`config.mk`:
```
export PLATFORM = sky130hd
export DESIGN_NAME = uart_rx
export DESIGN_NICKNAME = d
export VERILOG_FILES = /design/src/rtl/uart_rx.sv
export SDC_FILE = /design/constraint.sdc
export NUM_CORES = 1
export LEC_CHECK = 0
export CAP_MARGIN = 10
export CORE_AREA = 5 5 55 57
export CTS_BUF_LIST = sky130_fd_sc_hd__clkbuf_16
export CTS_CLUSTER_DIAMETER = 30
export DETAILED_ROUTE_END_ITERATION = 12
export DIE_AREA = 0 0 60 62
export GPL_ROUTABILITY_DRIVEN = 0
export GPL_TIMING_DRIVEN = 0
export PLACE_DENSITY_LB_ADDON = 0.1
export SLEW_MARGIN = 5
export SYNTH_ARGS = -nofsm -noshare
export SYNTH_HDL_FRONTEND = slang
export SYNTH_SLANG_ARGS = --single-unit
```
`constraint.sdc`:
```
create_clock -name clk -period 2.6 [get_ports clk]
set_input_delay 0.52 -clock clk [delete_from_list [all_inputs] [get_ports clk]]
set_output_delay 0.52 -clock clk [all_outputs]
set_load 0.02 [all_outputs]
```
`src/rtl/uart_rx.sv`:
```
// UART receiver: 2-flop synchronised serial input, oversampled start/data/stop
// detection, and a one-entry output register with valid/ready handshake.
module uart_rx #(
    parameter int DATA_BITS  = 8,
    parameter int OVERSAMPLE = 16
) (
    input  logic                 clk,
    input  logic                 rst,
    input  logic                 rx_clk_en,
    input  logic                 rxd,
    output logic [DATA_BITS-1:0] rx_data,
    output logic                 rx_valid,
    input  logic                 rx_ready,
    output logic                 frame_err,
    output logic                 overrun,
    output logic                 busy
);

    localparam int TICK_W = (OVERSAMPLE > 1) ? $clog2(OVERSAMPLE) : 1;
    localparam int BIT_W  = (DATA_BITS > 1) ? $clog2(DATA_BITS) : 1;
    localparam logic [TICK_W-1:0] HALF_LAST = TICK_W'(OVERSAMPLE / 2 - 1);
    localparam logic [TICK_W-1:0] FULL_LAST = TICK_W'(OVERSAMPLE - 1);
    localparam logic [BIT_W-1:0]  BIT_LAST  = BIT_W'(DATA_BITS - 1);

    typedef enum logic [1:0] {IDLE, START, DATA, STOP} state_e;

    state_e                state_q, state_d;
    logic [TICK_W-1:0]     tick_cnt_q, tick_cnt_d;
    logic [BIT_W-1:0]      bit_cnt_q, bit_cnt_d;
    logic [DATA_BITS-1:0]  shift_q, shift_d;
    logic [DATA_BITS-1:0]  rx_data_q, rx_data_d;
    logic                  rx_valid_q, rx_valid_d;
    logic                  frame_err_q, frame_err_d;
    logic                  overrun_q, overrun_d;
    logic                  rxd_meta_q, rxd_s_q;

    always_comb begin
        // NOTE: every output of this block is given a default first, so no path leaves one unassigned and no latch is inferred.
        state_d     = state_q;
        tick_cnt_d  = tick_cnt_q;
        bit_cnt_d   = bit_cnt_q;
        shift_d     = shift_q;
        rx_data_d   = rx_data_q;
        rx_valid_d  = rx_valid_q && !rx_ready;
        frame_err_d = 1'b0;
        overrun_d   = 1'b0;

        if (rx_clk_en) begin
            unique case (state_q)
                IDLE: begin
                    if (!rxd_s_q) begin
                        state_d    = START;
                        tick_cnt_d = '0;
                    end
                end
                START: begin
                    // Mid-start-bit check rejects glitches shorter than half a bit.
                    if (tick_cnt_q == HALF_LAST) begin
                        tick_cnt_d = '0;
                        bit_cnt_d  = '0;
                        state_d    = rxd_s_q ? IDLE : DATA;
                    end else begin
                        tick_cnt_d = tick_cnt_q + TICK_W'(1);
                    end
                end
                DATA: begin
                    if (tick_cnt_q == FULL_LAST) begin
                        tick_cnt_d = '0;
                        shift_d    = {rxd_s_q, shift_q[DATA_BITS-1:1]};
                        if (bit_cnt_q == BIT_LAST) begin
                            bit_cnt_d = '0;
                            state_d   = STOP;
                        end else begin
                            bit_cnt_d = bit_cnt_q + BIT_W'(1);
                        end
                    end else begin
                        tick_cnt_d = tick_cnt_q + TICK_W'(1);
                    end
                end
                STOP: begin
                    if (tick_cnt_q == FULL_LAST) begin
                        tick_cnt_d = '0;
                        state_d    = IDLE;
                        if (rxd_s_q) begin
                            rx_data_d  = shift_q;
                            rx_valid_d = 1'b1;
                            overrun_d  = rx_valid_q && !rx_ready;
                        end else begin
                            frame_err_d = 1'b1;
                        end
                    end else begin
                        tick_cnt_d = tick_cnt_q + TICK_W'(1);
                    end
                end
                default: state_d = IDLE;
            endcase
        end
    end

    always_ff @(posedge clk) begin
        if (!rst) begin
            state_q     <= IDLE;
            tick_cnt_q  <= '0;
            bit_cnt_q   <= '0;
            shift_q     <= '0;
            rx_data_q   <= '0;
            rx_valid_q  <= 1'b0;
            frame_err_q <= 1'b0;
            overrun_q   <= 1'b0;
            rxd_meta_q  <= 1'b1;
            rxd_s_q     <= 1'b1;
        end else begin
            // NOTE: non-blocking assignments make every flop sample pre-edge values, so the synchroniser really is two stages.
            state_q     <= state_d;
            tick_cnt_q  <= tick_cnt_d;
            bit_cnt_q   <= bit_cnt_d;
            shift_q     <= shift_d;
            rx_data_q   <= rx_data_d;
            rx_valid_q  <= rx_valid_d;
            frame_err_q <= frame_err_d;
            overrun_q   <= overrun_d;
            rxd_meta_q  <= rxd;
            rxd_s_q     <= rxd_meta_q;
        end
    end

    assign rx_data   = rx_data_q;
    assign rx_valid  = rx_valid_q;
    assign frame_err = frame_err_q;
    assign overrun   = overrun_q;
    assign busy      = (state_q != IDLE);

endmodule

```
== Word-level counts from Yosys, hierarchy flattened ==
Cells that the tools add are included.
Widths: inputs -> output; s select.
Storage, ports and cells
  register bits after elaboration: 30
  latch bits: 0
  memory bits (writable): 0
  bits in read-only memories: 0
  word-level logic and storage cells: 56
  memories: 0
Cells by class
  $add $sub $neg: 2
  multiply operators: 0
  div/mod/pow operators: 0
  order comparisons: 0
  equality and inequality tests: 11
  shift operators: 0
  mux-type cells: 20
  bitwise gates (word level): 0
  reductions and logical operators: 13
Operators by type and width (count)
  $mux 2: 6
  $mux 4: 3
  $pmux 4 s3: 1
  $reduce_and 4->1: 3
  $ne 2x2->1 const B: 5
  $mux 3: 3
  $pmux 2 s4: 1
  $pmux 3 s2: 1
  $reduce_and 6->1: 1
  $mux 1: 5
  $reduce_and 5->1: 1
  $add 4x1->4 const B: 1
  $eq 2x2->1 const B: 2
  $eq 4x3->1 const B: 1
  $eq 4x4->1 const B: 1
  $reduce_bool 2->1: 2
  $add 3x1->3 const B: 1
  $eq 3x3->1 const B: 1
  $reduce_and 3->1: 1
  $eq 2x1->1 const B: 1
  $logic_not 2->1: 1
  $reduce_and 2->1: 1
  $reduce_or 2->1: 1
  $logic_and 1x1->1: 1
  $logic_not 1->1: 1

== Depth between registers and ports, before layout ==
Gate-level depths: netlist of run 1.
  depth after elaboration: 6
  mapped depth: 6
  depth with buffers taken out: 5

== Worst setup path before layout of run 1 ==
OpenSTA, ideal clock, no wires.
  path type: input -> register
  start point: input rx_clk_en
  end point: register shift_q[6]
  library setup time: 116 ps
  data arrival time: 1467 ps
  setup slack: 1017 ps
  cell stages on the path: 5
  buffers on the path: 1
  path through: clkbuf_2 > nand4_4 > nor3_4 > mux2i_1 > nor2b_1
Between the ends
  cells in the longest elaborated chain, start to end: 1
RTL lines
  start, declared: RTL line 9  | input logic rx_clk_en,
  $reduce_and 3->1 (no line)
  end signal, assigned: RTL line 117  | shift_q <= shift_d;
  end, declared: RTL line 30  | logic [DATA_BITS-1:0] shift_q, shift_d;
Every way passes these cells.
A chain may end at the register's enable or synchronous reset.

==> results of run 1 <==
==> state kept, by name, indices dropped and copies added, names as in the netlist, named ones only <==
register and count:
rx_data 8, bit_cnt_q 3, overrun 1, rxd_s_q 1
tick_cnt_q 4, state_q 1, frame_err 1, rxd_meta_q 1
rx_valid 1, shift_q 8
==> power groups by stage <==
stage	clock network (mW)	registers [mW]	logic (mW)
final	0.645	0.465	0.0317
after global routing	0.677	0.464	0.0351
after CTS	0.658	0.465	0.0321
after detailed placement	0	0.474	0.0317
after global placement	0	0.474	0.0313
after floorplan	0	0.474	0.0197
==> metrics by stage <==
stage	instances	area (um2)	worst slack, ns	hold WS (ns)
2_1_floorplan	140	1310	1.02	0.386
3_3_place_gp	185	1500	0.625	0.392
3_5_place_dp	185	1500	0.609	0.400
4_1_cts	193	1670	0.494	0.412
5_1_grt	193	1670	0.470	0.428
6_report	193	1670	0.501	0.411
==> per-layer routing <==
metal	track usage, %	part of all wire (%)
met5	0	0
met1	18.6	44
met3	6.40	3.8
met4	5.70	1.2
met2	30.4	50
==> worst max-delay path, delay by kind of cell, from the launching register on <==
family,cells,cell delay (ns)
buffers and inverters,2,0.69
AND/OR/NAND/NOR,1,0.31
flip-flops,1,0.30
==> final timing paths <==
kind         slack [ns]                 endpoint  cells past startpoint                       start
max                0.50                     busy                      3                   flip-flop
min                0.41       rxd_s_q$_SDFF_PN1_                      1       rxd_meta_q$_SDFF_PN1_
max reg2reg        0.74  rx_data[6]$_SDFFE_PN0P_                      6  tick_cnt_q[0]$_SDFFE_PN0P_
min reg2reg        0.41       rxd_s_q$_SDFF_PN1_                      1       rxd_meta_q$_SDFF_PN1_
==> synth_stat cells (3+ instances only) <==
cell type  count
clkbuf_1       3
o21ai_0       11
dfxtp_1       30
nor4b_1        3
a31oi_1        3
nand2_1       13
nand3_1       12
nor2b_1        8
mux2i_1       13
nor2_1        11
ha_1           3
inv_1          3
==> cell type report <==
cell class              count  area, um2
repair buffers             15        150
clock buffers               5        125
fillers                   207        766
inverters                   4       15.0
clock inverters             3       40.0
multi-input cells          98        653
well taps                  30       37.5
flip-flops and latches     30        601
plain buffers               8       45.0
==> kinds of logic after synthesis <==
logic type / count (synthesis)
muxes: 13
DFF: 30
AOI/OAI and AO/OA: 21
xor gates and xnor gates: 1
buffers and inverters: 12
adders and majority gates: 3
and+or+nand+nor: 60
==> metrics.txt, run 1 <==
Buffers on Ports 15; Mapped Cells 140; Reg clk slew, reported paths 0.05 ns; clk_lat worst skew 0.27 ns; area of the core 2430 um2; share of cells above drive strength 1 12.3%; Setup crit start kind flip-flop; Total GRT Usage 17.0%; IO Pins 17; TritonCTS Sinks 30; CP max-delay cell clkdlybuf4s50_1; Clock Skew 0.00332 ns; total CTS buffers 5; global-route wire length before repair 4610 um; CP Capture Type primary output; max_slew headroom 67.1%; Post-CTS Resized 0; Yosys top cell area share 45.7%; number of synthesized register bits 30; RSZ-0062 raised after global routing no; die width 60 um; multiplexer share of the synthesized area 9.90%; VDD IR max 0.823 mV; Sw Ratio 19.2%; setup repair bufs after CTS 0; vias in the first global route 1,019; synthesis warning total 0; num rows 18; starting density of the core 54.0%; critical path type reg2out; Comb pwr share 2.8%; Area growth syn-to-layout 26.9%; CTS root buf clkbuf_16; commonest cells after routing, fill and taps aside dfxtp_1 (30), clkdlybuf4s50_1 (15), mux2i_1 (13), nand2_1 (13), nand3_1 (12); drt pass-1 iters 4; Post-synth EDFFs 0; sw power 0.219 mW; Max clock buf depth 2; area of the mapped netlist 1310 um2; TNS Setup 0 ns; Internal Power 0.922 mW; Leak 0.607 nW; overall power 1.14 mW; cell accounting for the most synthesized area dfxtp_1; final slew viol count 0; Crit Path Max Fanout 10; Async SR Flop Fraction 0%; DR vias/cell 5.49; Vert. Die Dim 62 um; Avg WL per Cell 13.9 um; number of vias in the routed layout 1,060; Critical Path AT 1.58 ns; period utilization 80.7%; CP peak stage delay 0.55 ns; final setup fails 0; post-synthesis xor/xnor area fraction 0.667%; largest family of logic cells by synthesized area simple AND/OR/NAND/NOR gates; dpl hpwl 1840 um; Synth Area per Inst 9.38 um2; Max Cap Violations 0; Clock power frac 56.5%; actual slew at the worst max-slew pin 0.492 ns; hold_buf cts 0; H-Tree Depth 2; sequential power share 40.7%; syn nets 148; f_max 0.476 GHz; TritonCTS clock tree done; drt first-iter violations 25; Final min period 2.10 ns; commonest non-fill, non-tap cell in the layout dfxtp_1; Synth Area in Adders 2.86%; ant diodes 0; status finished clean; worst min-delay path class reg2reg; Seq/Total Area, Yosys 45.7%; Final Net Count 170; Routed Antenna Nets 0; die area 3720 um2; DR DRC count 0; Synth Area in Simple Gates 26.7%; initial antenna violation count 0; Synth Area in Compound Gates 9.62%; Final Hold Viols 0; main flop type after synthesis dfxtp_1; post-layout util 68.5%; total global routing overflow 0; Power Density 685 nW/um2; ranking of synthesized cells by area dfxtp_1 (46%), mux2i_1 (9.9%), nand3_1 (4.6%), o21ai_0 (4.2%), nor2b_1 (3.8%); Worst EP required 2.08 ns; CP Cell Sequence buf_6 > or2_2 > clkdlybuf4s50_1; largest net degree at the start of global routing 11; post-synth cell types 34; final wirelength 2680 um
Note: power is estimated with default switching activity, not from simulation.
==> inputs of run 2 (changes only) <==
--- a/config.mk
+++ b/config.mk
@@ -6,11 +6,11 @@
 export NUM_CORES = 1
 export LEC_CHECK = 0
 export CAP_MARGIN = 10
-export CORE_AREA = 5 5 55 57
+export CORE_AREA = 5 5 56 58
 export CTS_BUF_LIST = sky130_fd_sc_hd__clkbuf_16
 export CTS_CLUSTER_DIAMETER = 30
 export DETAILED_ROUTE_END_ITERATION = 12
-export DIE_AREA = 0 0 60 62
+export DIE_AREA = 0 0 61 63
 export GPL_ROUTABILITY_DRIVEN = 0
 export GPL_TIMING_DRIVEN = 0
 export PLACE_DENSITY_LB_ADDON = 0.1
==> constraint.sdc (replaced) <==
create_clock -name clk -period 2.05 [get_ports clk]
set_input_delay 0.41 -clock clk [delete_from_list [all_inputs] [get_ports clk]]
set_output_delay 0.41 -clock clk [all_outputs]
set_load 0.02 [all_outputs]
==> run 2 against run 1 <==
Compared with the run above: clock skew grew 0.0010 ns; clock power hardly changed; hold slack better by 0.0024 ns; combinational power up 27%; non-clock buffer count unchanged; sequential cell count unchanged; via count shrank 2.7%; cell count fell by 0.52%; setup slack got worse by 0.43 ns; first-iteration DRC count grew 28%; power grew 12%; largest cell class unchanged.
==> metrics.txt, run 2 (synthesis gave the netlist of run 1 again) <==
worst r2r dst rx_data[6]$_SDFFE_PN0P_; commonest non-fill, non-tap cell in the layout dfxtp_1; commonest cells after routing, fill and taps aside dfxtp_1 (30), clkdlybuf4s50_1 (15), mux2i_1 (13), nand2_1 (13), nand3_1 (12); Seq. cell area 601 um2; CTS root buf clkbuf_16; Layout fillers 246; Largest delay share family, worst path buffers and inverters; total global routing overflow 0; Worst EP required 1.64 ns; CP max-delay cell clkdlybuf4s50_1; actual slew at the worst max-slew pin 0.497 ns; hold_buf cts 0; share of cells above drive strength 1 10.6%; CP peak stage delay 0.55 ns; Vert. Die Dim 63 um; Final min period 1.97 ns; total CTS buffers 5; starting density of the core 50.2%; Leak 0.587 nW; WP buf/inv 2; Clock Skew 0.00436 ns; area of the multi-input gates 653 um2; dpl hpwl 1810 um; drt first-iter violations 32; TritonCTS Sinks 30; Power Density 783 nW/um2; CP Capture Type primary output; f_max 0.506 GHz; critical path type reg2out; worst reg2reg path depth 6; Crit Path Max Fanout 10; Total GRT Usage 16.2%; final worst slack 0.0752 ns; initial antenna violation count 0; status finished clean; Routed Antenna Nets 0; worst min-delay path class reg2reg; global-route wire length before repair 4730 um; Critical Path AT 1.56 ns; IO Pins 17; number of vias in the routed layout 1,031; DR DRC count 0; vias in the first global route 1,080; Max Cap Violations 0; clk_lat worst skew 0.27 ns; die area 3840 um2; die width 61 um; Setup crit start kind flip-flop; final slew viol count 0; R2R setup slack 0.27 ns; Area growth syn-to-layout 24.2%; H-Tree Depth 2; Post-CTS Resized 0; final wirelength 2610 um; RSZ-0062 raised after global routing no; Final Hold Viols 0; HP Start rxd_meta_q$_SDFF_PN1_; Max clock buf depth 2; Buffers on Ports 15; TritonCTS clock tree done; CP Cell Sequence buf_6 > or2_2 > clkdlybuf4s50_1; Hold EP rxd_s_q$_SDFF_PN1_; Avg WL per Cell 13.6 um; ant diodes 0; max_slew headroom 66.8%; Final Net Count 170; area of the core 2620 um2; DR vias/cell 5.37; overall power 1.28 mW; drt pass-1 iters 4; worst slack, placed 0.136 ns; VDD IR max 0.604 mV; Reg clk slew, reported paths 0.05 ns; TNS Setup 0 ns; worst reg2reg path startpoint tick_cnt_q[0]$_SDFFE_PN0P_; largest net degree at the start of global routing 11; num rows 19; final setup fails 0; setup repair bufs after CTS 0; WHS Path Cells 1; period utilization 96.3%
## run 2: changes by cell type in the layout (fill, tap and decap cells not counted), sizes merged
cell / change
bufinv: -1
clkinv: -1
## run 2: cell type report
type / count / area share [%]
inverters: 4 / 0.920
clock buffers: 5 / 7.67
repair buffers: 15 / 9.20
multi-input cells: 98 / 40.0
clock inverters: 1 / 0.230
well taps: 31 / 2.38
flip-flops and latches: 30 / 36.8
plain buffers: 8 / 2.76
## run 2: how the worst max path moves through the flow
stage                                          start                    endpoint  depth (start not counted)
after detailed placement                         rst  tick_cnt_q[3]$_SDFFE_PN0P_                          4
final                                      flip-flop                        busy                          3
after global routing                       flip-flop                        busy                          3
after CTS                                  flip-flop                        busy                          3
after global placement                           rst  tick_cnt_q[3]$_SDFFE_PN0P_                          4
after floorplan           tick_cnt_q[0]$_SDFFE_PN0P_     shift_q[6]$_SDFFE_PN0P_                          5
## run 2: per-stage QoR
stage / utilization [%] / hold WS [ns] / area, um2 / instances
finish: 62.4 / 0.413 / 1630 / 192
global placement: 57.5 / 0.390 / 1500 / 186
detailed placement: 57.5 / 0.406 / 1500 / 186
CTS: 62.4 / 0.417 / 1630 / 192
global route: 62.4 / 0.436 / 1630 / 192
floorplan: - / 0.386 / 1310 / 140
## run 2: layer usage
metal / track usage (%) / up-vias / part of all wire [%]
li1: - / 529 / -
met3: 5.37 / 4 / 2.9
met5: 0 / - / 0
met2: 26.1 / 12 / 50
met4: 7.86 / 0 / 1.6
met1: 18.6 / 486 / 45
## run 2: power by group
group          internal (mW)  total, mW  switching [mW]
Clock                  0.428      0.646           0.218
Sequential             0.588      0.590         0.00244
Combinational         0.0159     0.0404          0.0246
